**config.mk**
```make
export PLATFORM = sky130hd
export DESIGN_NAME = pipe_stage_skid_flat
export DESIGN_NICKNAME = d
export VERILOG_FILES = /design/src/rtl/pipe_stage_skid_pkg.sv /design/src/rtl/pipe_stage_skid_if.sv /design/src/rtl/pipe_stage_skid_perf_cnt.sv /design/src/rtl/pipe_stage_skid.sv /design/src/flat_wrapper.sv
export SDC_FILE = /design/constraint.sdc
export NUM_CORES = 1
export LEC_CHECK = 0
export ABC_CLOCK_PERIOD_IN_PS = 5230
export CAP_MARGIN = 20
export CORE_ASPECT_RATIO = 0.75
export CORE_MARGIN = 10
export CORE_UTILIZATION = 30
export DETAILED_ROUTE_END_ITERATION = 8
export PLACE_DENSITY_LB_ADDON = 0.25
export SLEW_MARGIN = 0
export SYNTH_ARGS = -nofsm -noshare
export SYNTH_HDL_FRONTEND = slang
export SYNTH_SLANG_ARGS = --single-unit
```
**constraint.sdc**
```tcl
create_clock -name clk -period 5.23 [get_ports clk]
set_input_delay 0.7845 -clock clk [delete_from_list [all_inputs] [get_ports clk]]
set_output_delay 0.7845 -clock clk [all_outputs]
set_load 0.03 [all_outputs]
```
**src/rtl/pipe_stage_skid_pkg.sv**
```systemverilog
// ============================================================================
// Module      : pipe_pkg
// Description : Shared state encoding and defaults for the skid pipeline stage.
// Revision    : 1.0 - initial release
// ============================================================================
`default_nettype none

package pipe_pkg;

  localparam int PIPE_OCC_W      = 2;
  localparam int PIPE_DATA_W_DEF = 64;
  localparam int PIPE_CTRL_W_DEF = 8;

  typedef enum logic [1:0] {
    EMPTY = 2'b00,
    ONE   = 2'b01,
    TWO   = 2'b10
  } pipe_state_t;

  // Entry count held in each state; the unused encoding reads as empty.
  function automatic logic [PIPE_OCC_W-1:0] occ_of(input pipe_state_t s);
    case (s)
      ONE:     occ_of = 2'd1;
      TWO:     occ_of = 2'd2;
      default: occ_of = 2'd0;
    endcase
  endfunction

endpackage

`default_nettype wire

```
**src/rtl/pipe_stage_skid_if.sv**
```systemverilog
// ============================================================================
// Module      : pipe_stage_skid_if
// Description : Upstream/downstream valid-ready bundle plus flush for the stage.
// Revision    : 1.0 - initial release
// ============================================================================
`default_nettype none

interface pipe_stage_skid_if #(
  parameter int DATA_W = 64,
  parameter int CTRL_W = 8
);
  import pipe_pkg::*;

  logic                  flush;
  logic                  in_valid;
  logic                  in_ready;
  logic [CTRL_W-1:0]     in_ctrl;
  logic [DATA_W-1:0]     in_data;
  logic                  out_valid;
  logic                  out_ready;
  logic [CTRL_W-1:0]     out_ctrl;
  logic [DATA_W-1:0]     out_data;
  logic [PIPE_OCC_W-1:0] occupancy;

  modport slave (
    input  flush, in_valid, in_ctrl, in_data, out_ready,
    output in_ready, out_valid, out_ctrl, out_data, occupancy
  );

  modport master (
    output flush, in_valid, in_ctrl, in_data, out_ready,
    input  in_ready, out_valid, out_ctrl, out_data, occupancy
  );

endinterface

`default_nettype wire

```
**src/rtl/pipe_stage_skid_perf_cnt.sv**
```systemverilog
// ============================================================================
// Module      : pipe_perf_cnt
// Description : 32-bit saturating event counter with enable, async reset.
// Revision    : 1.0 - initial release
// ============================================================================
`default_nettype none

module pipe_perf_cnt (
  input  logic        clk,
  input  logic        reset,
  input  logic        en,
  output logic [31:0] cnt
);

  logic [31:0] r_cnt;

  always_ff @(posedge clk or posedge reset) begin
    if (reset) begin
      r_cnt <= 32'd0;
    end else if (en && (r_cnt != 32'hFFFF_FFFF)) begin
      r_cnt <= r_cnt + 32'd1;
    end
  end

  assign cnt = r_cnt;

endmodule

`default_nettype wire

```
**src/rtl/pipe_stage_skid.sv**
```systemverilog
// ============================================================================
// Module      : pipe_stage_skid
// Description : Generic pipeline stage register with valid/ready handshake and
//               a 2-entry skid buffer. Define PIPE_STAGE_PERF_EN to add the
//               stall_cnt / bubble_cnt performance counters.
// Revision    : 1.0 - initial release
// ============================================================================
`default_nettype none

module pipe_stage_skid
  import pipe_pkg::*;
#(
  parameter int                DATA_W   = PIPE_DATA_W_DEF,
  parameter int                CTRL_W   = PIPE_CTRL_W_DEF,
  parameter logic [CTRL_W-1:0] CTRL_BUB = {CTRL_W{1'b0}}
) (
  input  logic        clk,
  input  logic        reset,
`ifdef PIPE_STAGE_PERF_EN
  output logic [31:0] stall_cnt,
  output logic [31:0] bubble_cnt,
`endif
  pipe_stage_skid_if.slave bus
);

  pipe_state_t       r_state;
  pipe_state_t       w_state_nxt;
  logic              r_live;
  logic [CTRL_W-1:0] r_main_ctrl;
  logic [CTRL_W-1:0] r_skid_ctrl;
  logic [DATA_W-1:0] r_main_data;
  logic [DATA_W-1:0] r_skid_data;

  logic w_in_ready;
  logic w_out_valid;
  logic w_push;
  logic w_pop;
  logic w_ld_main_in;
  logic w_ld_main_skid;
  logic w_ld_skid;

  // in_ready comes only from flops so it never depends on out_ready.
  assign w_in_ready  = r_live & (r_state != TWO);
  assign w_out_valid = (r_state != EMPTY);
  assign w_push      = bus.in_valid & w_in_ready;
  assign w_pop       = w_out_valid & bus.out_ready;

  assign bus.in_ready  = w_in_ready;
  assign bus.out_valid = w_out_valid;
  assign bus.out_ctrl  = w_out_valid ? r_main_ctrl : CTRL_BUB;
  assign bus.out_data  = r_main_data;
  assign bus.occupancy = occ_of(r_state);

  always_ff @(posedge clk or posedge reset) begin
    if (reset) begin
      r_state <= EMPTY;
      r_live  <= 1'b0;
    end else begin
      r_state <= w_state_nxt;
      r_live  <= 1'b1;
    end
  end

  always_comb begin
    w_state_nxt    = r_state;
    w_ld_main_in   = 1'b0;
    w_ld_main_skid = 1'b0;
    w_ld_skid      = 1'b0;
    if (bus.flush) begin
      w_state_nxt = EMPTY;
    end else begin
      case (r_state)
        EMPTY: begin
          if (w_push) begin
            w_state_nxt  = ONE;
            w_ld_main_in = 1'b1;
          end
        end
        ONE: begin
          if (w_push && w_pop) begin
            w_ld_main_in = 1'b1;
          end else if (w_push) begin
            w_state_nxt = TWO;
            w_ld_skid   = 1'b1;
          end else if (w_pop) begin
            w_state_nxt = EMPTY;
          end
        end
        TWO: begin
          if (w_pop) begin
            w_state_nxt    = ONE;
            w_ld_main_skid = 1'b1;
          end
        end
        default: w_state_nxt = EMPTY;
      endcase
    end
  end

  always_ff @(posedge clk or posedge reset) begin
    if (reset) begin
      r_main_ctrl <= CTRL_BUB;
      r_main_data <= '0;
      r_skid_ctrl <= CTRL_BUB;
      r_skid_data <= '0;
    end else if (bus.flush) begin
      r_main_ctrl <= CTRL_BUB;
      r_main_data <= '0;
      r_skid_ctrl <= CTRL_BUB;
      r_skid_data <= '0;
    end else begin
      if (w_ld_main_in) begin
        r_main_ctrl <= bus.in_ctrl;
        r_main_data <= bus.in_data;
      end else if (w_ld_main_skid) begin
        r_main_ctrl <= r_skid_ctrl;
        r_main_data <= r_skid_data;
      end
      if (w_ld_skid) begin
        r_skid_ctrl <= bus.in_ctrl;
        r_skid_data <= bus.in_data;
      end
    end
  end

`ifdef PIPE_STAGE_PERF_EN
  pipe_perf_cnt u_stall_cnt (
    .clk   (clk),
    .reset (reset),
    .en    (w_out_valid & ~bus.out_ready),
    .cnt   (stall_cnt)
  );

  pipe_perf_cnt u_bubble_cnt (
    .clk   (clk),
    .reset (reset),
    .en    (~w_out_valid & ~bus.flush),
    .cnt   (bubble_cnt)
  );
`endif

endmodule

`default_nettype wire
```
**src/flat_wrapper.sv**
```systemverilog
// flat-port wrapper written by rule: the top's interface ports become plain ports
module pipe_stage_skid_flat import pipe_pkg::*;
#(
  parameter int                DATA_W   = PIPE_DATA_W_DEF,
  parameter int                CTRL_W   = PIPE_CTRL_W_DEF,
  parameter logic [CTRL_W-1:0] CTRL_BUB = {CTRL_W{1'b0}}
)
  (clk, reset, bus_flush, bus_in_valid, bus_in_ctrl, bus_in_data, bus_out_ready, bus_in_ready, bus_out_valid, bus_out_ctrl, bus_out_data, bus_occupancy);
  pipe_stage_skid_if #(.DATA_W(DATA_W), .CTRL_W(CTRL_W)) bus_i ();
  input  logic clk;
  input  logic reset;
  input wire logic [$bits(bus_i.flush)-1:0] bus_flush;
  input wire logic [$bits(bus_i.in_valid)-1:0] bus_in_valid;
  input wire logic [$bits(bus_i.in_ctrl)-1:0] bus_in_ctrl;
  input wire logic [$bits(bus_i.in_data)-1:0] bus_in_data;
  input wire logic [$bits(bus_i.out_ready)-1:0] bus_out_ready;
  output wire logic [$bits(bus_i.in_ready)-1:0] bus_in_ready;
  output wire logic [$bits(bus_i.out_valid)-1:0] bus_out_valid;
  output wire logic [$bits(bus_i.out_ctrl)-1:0] bus_out_ctrl;
  output wire logic [$bits(bus_i.out_data)-1:0] bus_out_data;
  output wire logic [$bits(bus_i.occupancy)-1:0] bus_occupancy;
  assign bus_i.flush = bus_flush;
  assign bus_i.in_valid = bus_in_valid;
  assign bus_i.in_ctrl = bus_in_ctrl;
  assign bus_i.in_data = bus_in_data;
  assign bus_i.out_ready = bus_out_ready;
  assign bus_in_ready = bus_i.in_ready;
  assign bus_out_valid = bus_i.out_valid;
  assign bus_out_ctrl = bus_i.out_ctrl;
  assign bus_out_data = bus_i.out_data;
  assign bus_occupancy = bus_i.occupancy;
  pipe_stage_skid #(.DATA_W(DATA_W), .CTRL_W(CTRL_W), .CTRL_BUB(CTRL_BUB)) u_core (.clk(clk), .reset(reset), .bus(bus_i));
endmodule
```
Word level (Yosys, flattened, before mapping):

Cells that the tools add are included.

* input bits: 77
* output and inout bits: 76
* memory bits (read-only): 0
* register bits after elaboration: 147
* latch bits: 0
* memory bits (writable): 0
* memories: 0

* shift-type cells: 0
* add/subtract/negate cells: 0
* $lt $le $gt $ge: 0
* bitwise logic cells: 3
* mux-type cells: 29
* div/mod/pow operators: 0
* reductions and logical operators: 6
* multiply operators: 0
* equality and inequality tests: 7

Operators by type and width (count)
* 64-bit 2-to-1 mux: 5
* 8-bit 2-to-1 mux: 6
* 2-bit 2-to-1 mux: 6
* 1-bit 2-to-1 mux: 9
* 3-bit by 2-bit inequality test with 1-bit output, second input constant: 2
* 2-bit case mux with 3 select lines: 1
* 4-bit by 2-bit inequality test with 1-bit output, second input constant: 1
* 2-bit case mux with 2 select lines: 1
* 4-bit AND reduction: 1
* 2-bit nonzero test: 2
* 1-bit AND: 3
* 3-bit inequality test, second input constant: 1
* 3-bit nonzero test: 1
* 2-bit by 1-bit equality test with 1-bit output, second input constant: 1
* 2-bit equality test, second input constant: 1
* 2-bit logical NOT: 1
* 2-bit inequality test, second input constant: 1
* 1-bit case mux with 2 select lines: 1
* 1-bit logical AND: 1

Depth between registers and ports, before layout:

* word-level depth: 9
* depth in mapped cells: 6
* gate-level depth less buffers: 4

Worst setup path after synthesis:

OpenSTA, ideal clock, no wires.

* kind: input port to flip-flop
* start point: input bus_flush
* end point: register u_core.r_main_data[23], in the netlist u_core.bus.out_data[23]
* path buffers: 3
* data arrival time: 2.040 ns
* stages: 6
* slack: 3.063 ns
* setup time: 0.127 ns
* path through: clkbuf_1 -> nor4_1 -> clkbuf_1 -> buf_2 -> mux2i_1 -> o21ai_0

* word-level cells in the longest chain between the ends: 3
* elaborated cells on any way between the ends: 5
* those cells by class: 4 x mux; 1 x reduce/logical

Ends and longest elaborated chain
* start, declared: line flat_wrapper.sv:12 `input wire logic [$bits(bus_i.flush)-1:0] bus_flush;`
* 1-bit 2-to-1 mux: line pipe_stage_skid.sv:69 `if (bus.flush) begin`
* 64-bit 2-to-1 mux: line pipe_stage_skid.sv:112 `if (w_ld_main_in) begin`
* 64-bit 2-to-1 mux: line pipe_stage_skid.sv:106 `end else if (bus.flush) begin`
* end signal, assigned: line pipe_stage_skid.sv:114 `r_main_data <= bus.in_data;`
* end signal, assigned: line pipe_stage_skid.sv:117 `r_main_data <= r_skid_data;`
* end, declared: line pipe_stage_skid.sv:31 `logic [DATA_W-1:0] r_main_data;`

Several ways; a longest one is shown, not always the timed one.
A chain may end at the register's enable or synchronous reset.

Worst setup path after layout:

* start point: register u_core.r_state[1]
* end point: output bus_out_ctrl[7]

* word-level cells in the longest chain between the ends: 2

Ends and longest elaborated chain
* start, declared: line pipe_stage_skid.sv:26 `pipe_state_t r_state;`
* start signal, assigned: line pipe_stage_skid.sv:59 `r_state <= w_state_nxt;`
* 2-bit nonzero test: line pipe_stage_skid.sv:44 `assign w_out_valid = (r_state != EMPTY);`
* 8-bit 2-to-1 mux: line pipe_stage_skid.sv:50 `assign bus.out_ctrl = w_out_valid ? r_main_ctrl : CTRL_BUB;`
* end, declared: line flat_wrapper.sv:19 `output wire logic [$bits(bus_i.out_ctrl)-1:0] bus_out_ctrl;`

Every way passes these cells.

==> results.yml <==
yosys:
  synth_top_area_share_pct: 60.9
  yosys.area_share.simple_pct: 7.45
  yosysSeqAreaShare_pct: 60.9
  yosysMostFrequentCell: "dfrtp_1"
  synthFlopType: "dfrtp_1"
  syn_area_sq_um: 6040
  synth_nets: 583
  yosysTopAreaCell: "dfrtp_1"
  synth-xor-area-share_pct: 0
  syn_inst: 506
  synth-seq-cells: 147
  muxShareOfSynthArea_pct: 12.1
  synth-compound-area-share_pct: 16.6
  synthTopCellsByCount: "dfrtp_1, mux2i_1, nand2_1, a22o_1, o21ai_1"
  synth_top_family_by_area: "compound AO/OA/AOI/OAI gates"
  yosys_warnings: 0
  synth_edf_count: 0
  synth.distinct_cells: 24
  synthArstFlopShare_pct: 100
  synth.avg_cell_area_sq_um: 11.9
  synthTopCellsByArea: "dfrtp_1, mux2i_1, a22o_1"
  synth_adder_area_share_pct: 0
worst_hold_path:
  hold_path_depth: 2
  hold_class: "register to register"
timing:
  fin_skew_ns: 0.00779
  tightest_slew_ns: 0.898
  slew_headroom_pct: 40.1
  final.setup.tns_ns: 0
  grt_setup_unrepaired: "false"
  post-route-period-util_pct: 60.9
  setup-violations-final: 0
  layout_min_cycle_time_ns: 3.19
  fmax_mhz: 314
  hold_viol_final: 0
  drv_slew: 0
clocking:
  clockBufferDepth: 2
  cts_root_buf: "clkbuf_16"
  cts_setup_buffers: 0
  cts_resized: 0
  cts_tree: "yes"
  cts_buffers: 17
  htree_levels: 4
  clk_latency_ns: 0.42
  hold_buffers: 0
  clock-sinks: 147
  clkTransAtPathRegs_ns: 0.06
power_and_ir_drop:
  p_leak_uw: 0.00354
  p_sw_share_pct: 24.2
  internal_power_uw: 2070
  p_per_area_nw_per_um2: 322
  comb_power_share_pct: 10.1
  vdd_drop_max_mv: 0.155
  power_frac_clock_pct: 46.8
  p_seq_share_pct: 43.1
  switchingPower_uw: 659
worst_setup_path:
  ff2ff_path_depth: 5
  critPathMaxFanout: 9
  cp.arrival_ns: 2.40
  crit_type: "register to primary output"
  critPathLaunch: "u_core.r_state[1]$_DFFE_PP0P_"
  r2r_start: "u_core.r_state[1]$_DFFE_PP0P_"
  cp-start-kind: "register"
  endpoint: "bus_out_ctrl[7]"
  cp_cell_sequence: "nor2_1 > nor2b_1 > clkdlybuf4s50_1"
  max_stage_delay_ns: 0.65
  r2r_slack_ns: 2.91
  crit_path_top_delay_cell: "nor2_1"
  required_ns: 4.45
  r2r-end: "u_core.bus.out_data[8]$_DFFE_PP0P_"
  endpoint_kind: "primary output"
global_route:
  grt_max_degree: 89
  grt_use_total_pct: 13.4
  overflow: 0
  grt_pass1_vias: 4984
  grt_pass1_wl_um: 28000
  antenna_found_initial: 1
routing:
  postRouteAntennaNets: 0
  wire_per_inst_um: 18.8
  via_count: 4565
  route.detailed.drc: 0
  drtIter0Drc: 321
  routed_wl_um: 17200
  viasPerCell: 4.99
  dr.pass1.iters: 5
place:
  hpwl_um: 10900
  gp_routability_congestion: 0.760
  placed_area_sq_um: 7820
  portBuffers: 152
layout:
  drive_gt1_share_pct: 7.25
  final_nets: 726
  diodes: 0
  syn_to_final_growth_pct: 40.1
  stdcell_area_sq_um: 8460
floorplanning:
  die_area_sq_um: 26300
  die_y_um: 143
  start_util_pct: 30.9
  coreArea_sq_um: 19500
  dieWidth_um: 184
  io_pins: 153
  rows: 44
status:
  status: "finished, final reports clean"
job:
  drv_cap: 0
==> final cells by class <==
| class | instances | area, sq um |
|---|---|---|
| fillers | 1770 | 11100 |
| flip-flops and latches | 147 | 3680 |
| multi-input cells | 318 | 2210 |
| repair buffers | 162 | 1620 |
| clock buffers | 21 | 470 |
| well taps | 253 | 317 |
| clock inverters | 11 | 150 |
| inverters | 3 | 16.3 |
==> worst max-delay path, delay by kind of cell (launching register included) <==
family | cells | cell delay (ns)
buffers and inverters | 1 | 0.65
flip-flops | 1 | 0.48
AND/OR/NAND/NOR | 2 | 0.84
==> routing by layer <==
layer	part of all wire, %	wire (um)	vias up	GRT usage (%)
met2	46	7950	134	21.2
li1	-	-	2098	-
met1	46	7860	2310	17.0
met5	0.076	13	-	0
met3	6.9	1180	21	4.21
met4	1.1	187	2	4.65
==> state kept, by name, summed over array words and instances (netlist names) <==
| name | cells |
|---|---|
| u_core.bus.out_data | 64 |
| u_core.r_live | 1 |
| u_core.r_main_ctrl | 8 |
| u_core.r_skid_ctrl | 8 |
| u_core.r_skid_data | 64 |
| u_core.r_state | 2 |
==> placed cells by master (no fill, tap or decap), types with 2 or more instances in the layout <==
| master | netlist | layout |
|---|---|---|
| clkinv_4 | 0 | 3 |
| clkinv_2 | 0 | 2 |
| clkinvlp_4 | 0 | 2 |
| buf_4 | 0 | 8 |
| inv_6 | 0 | 2 |
| clkbuf_16 | 0 | 17 |
| dfrtp_1 | 147 | 147 |
| mux2i_1 | 73 | 73 |
| o21ai_0 | 2 | 2 |
| clkdlybuf4s50_1 | 0 | 152 |
| nor2_1 | 5 | 4 |
| inv_1 | 3 | 2 |
| bufinv_16 | 0 | 3 |
| nor2b_1 | 10 | 10 |
| o21ai_1 | 70 | 70 |
| a22o_1 | 72 | 72 |
| clkbuf_8 | 0 | 3 |
| nand2_1 | 73 | 73 |
| buf_12 | 0 | 2 |
==> worst min path at each step <==
stage                                        startpoint                                   to  slack, ns
floorplan             u_core.r_main_ctrl[0]$_DFFE_PP0P_    u_core.r_main_ctrl[0]$_DFFE_PP0P_       0.45
CTS                 u_core.bus.out_data[23]$_DFFE_PP0P_  u_core.bus.out_data[23]$_DFFE_PP0P_       0.48
detailed placement  u_core.bus.out_data[23]$_DFFE_PP0P_  u_core.bus.out_data[23]$_DFFE_PP0P_       0.47
global placement      u_core.r_main_ctrl[0]$_DFFE_PP0P_    u_core.r_main_ctrl[0]$_DFFE_PP0P_       0.46
finish                u_core.r_main_ctrl[7]$_DFFE_PP0P_    u_core.r_main_ctrl[7]$_DFFE_PP0P_       0.47
global route        u_core.bus.out_data[23]$_DFFE_PP0P_  u_core.bus.out_data[23]$_DFFE_PP0P_       0.50
==> cell families (layout without fill, tap and decap cells) <==
logic type,count (synthesis),in the layout
compound gates,146,146
buf+inv,41,197
flops,147,147
mux,73,73
other cells,1,1
simple gates,98,98
==> metrics by stage <==
stage                     cells  hold slack (ns)  power (uW)  setup slack, ns  utilization (%)
after global routing        915            0.503        2840             1.86             43.3
after CTS                   914            0.484        2760             1.97             43.2
after detailed placement    882            0.470        1480             2.02             40.0
after floorplan             506            0.448        1330            0.494                -
after global placement      882            0.462        1470             2.11             40.0
final                       915            0.475        2730             2.04             43.3
==> power by group through the flow <==
stage | Sequential [uW] | Combinational, uW | Clock [uW]
final | 1180 | 277 | 1280
after floorplan | 1220 | 109 | 0
after global routing | 1180 | 301 | 1360
after CTS | 1180 | 280 | 1310
after global placement | 1200 | 275 | 0
after detailed placement | 1200 | 279 | 0
Note: power is estimated with default switching activity, not from simulation.
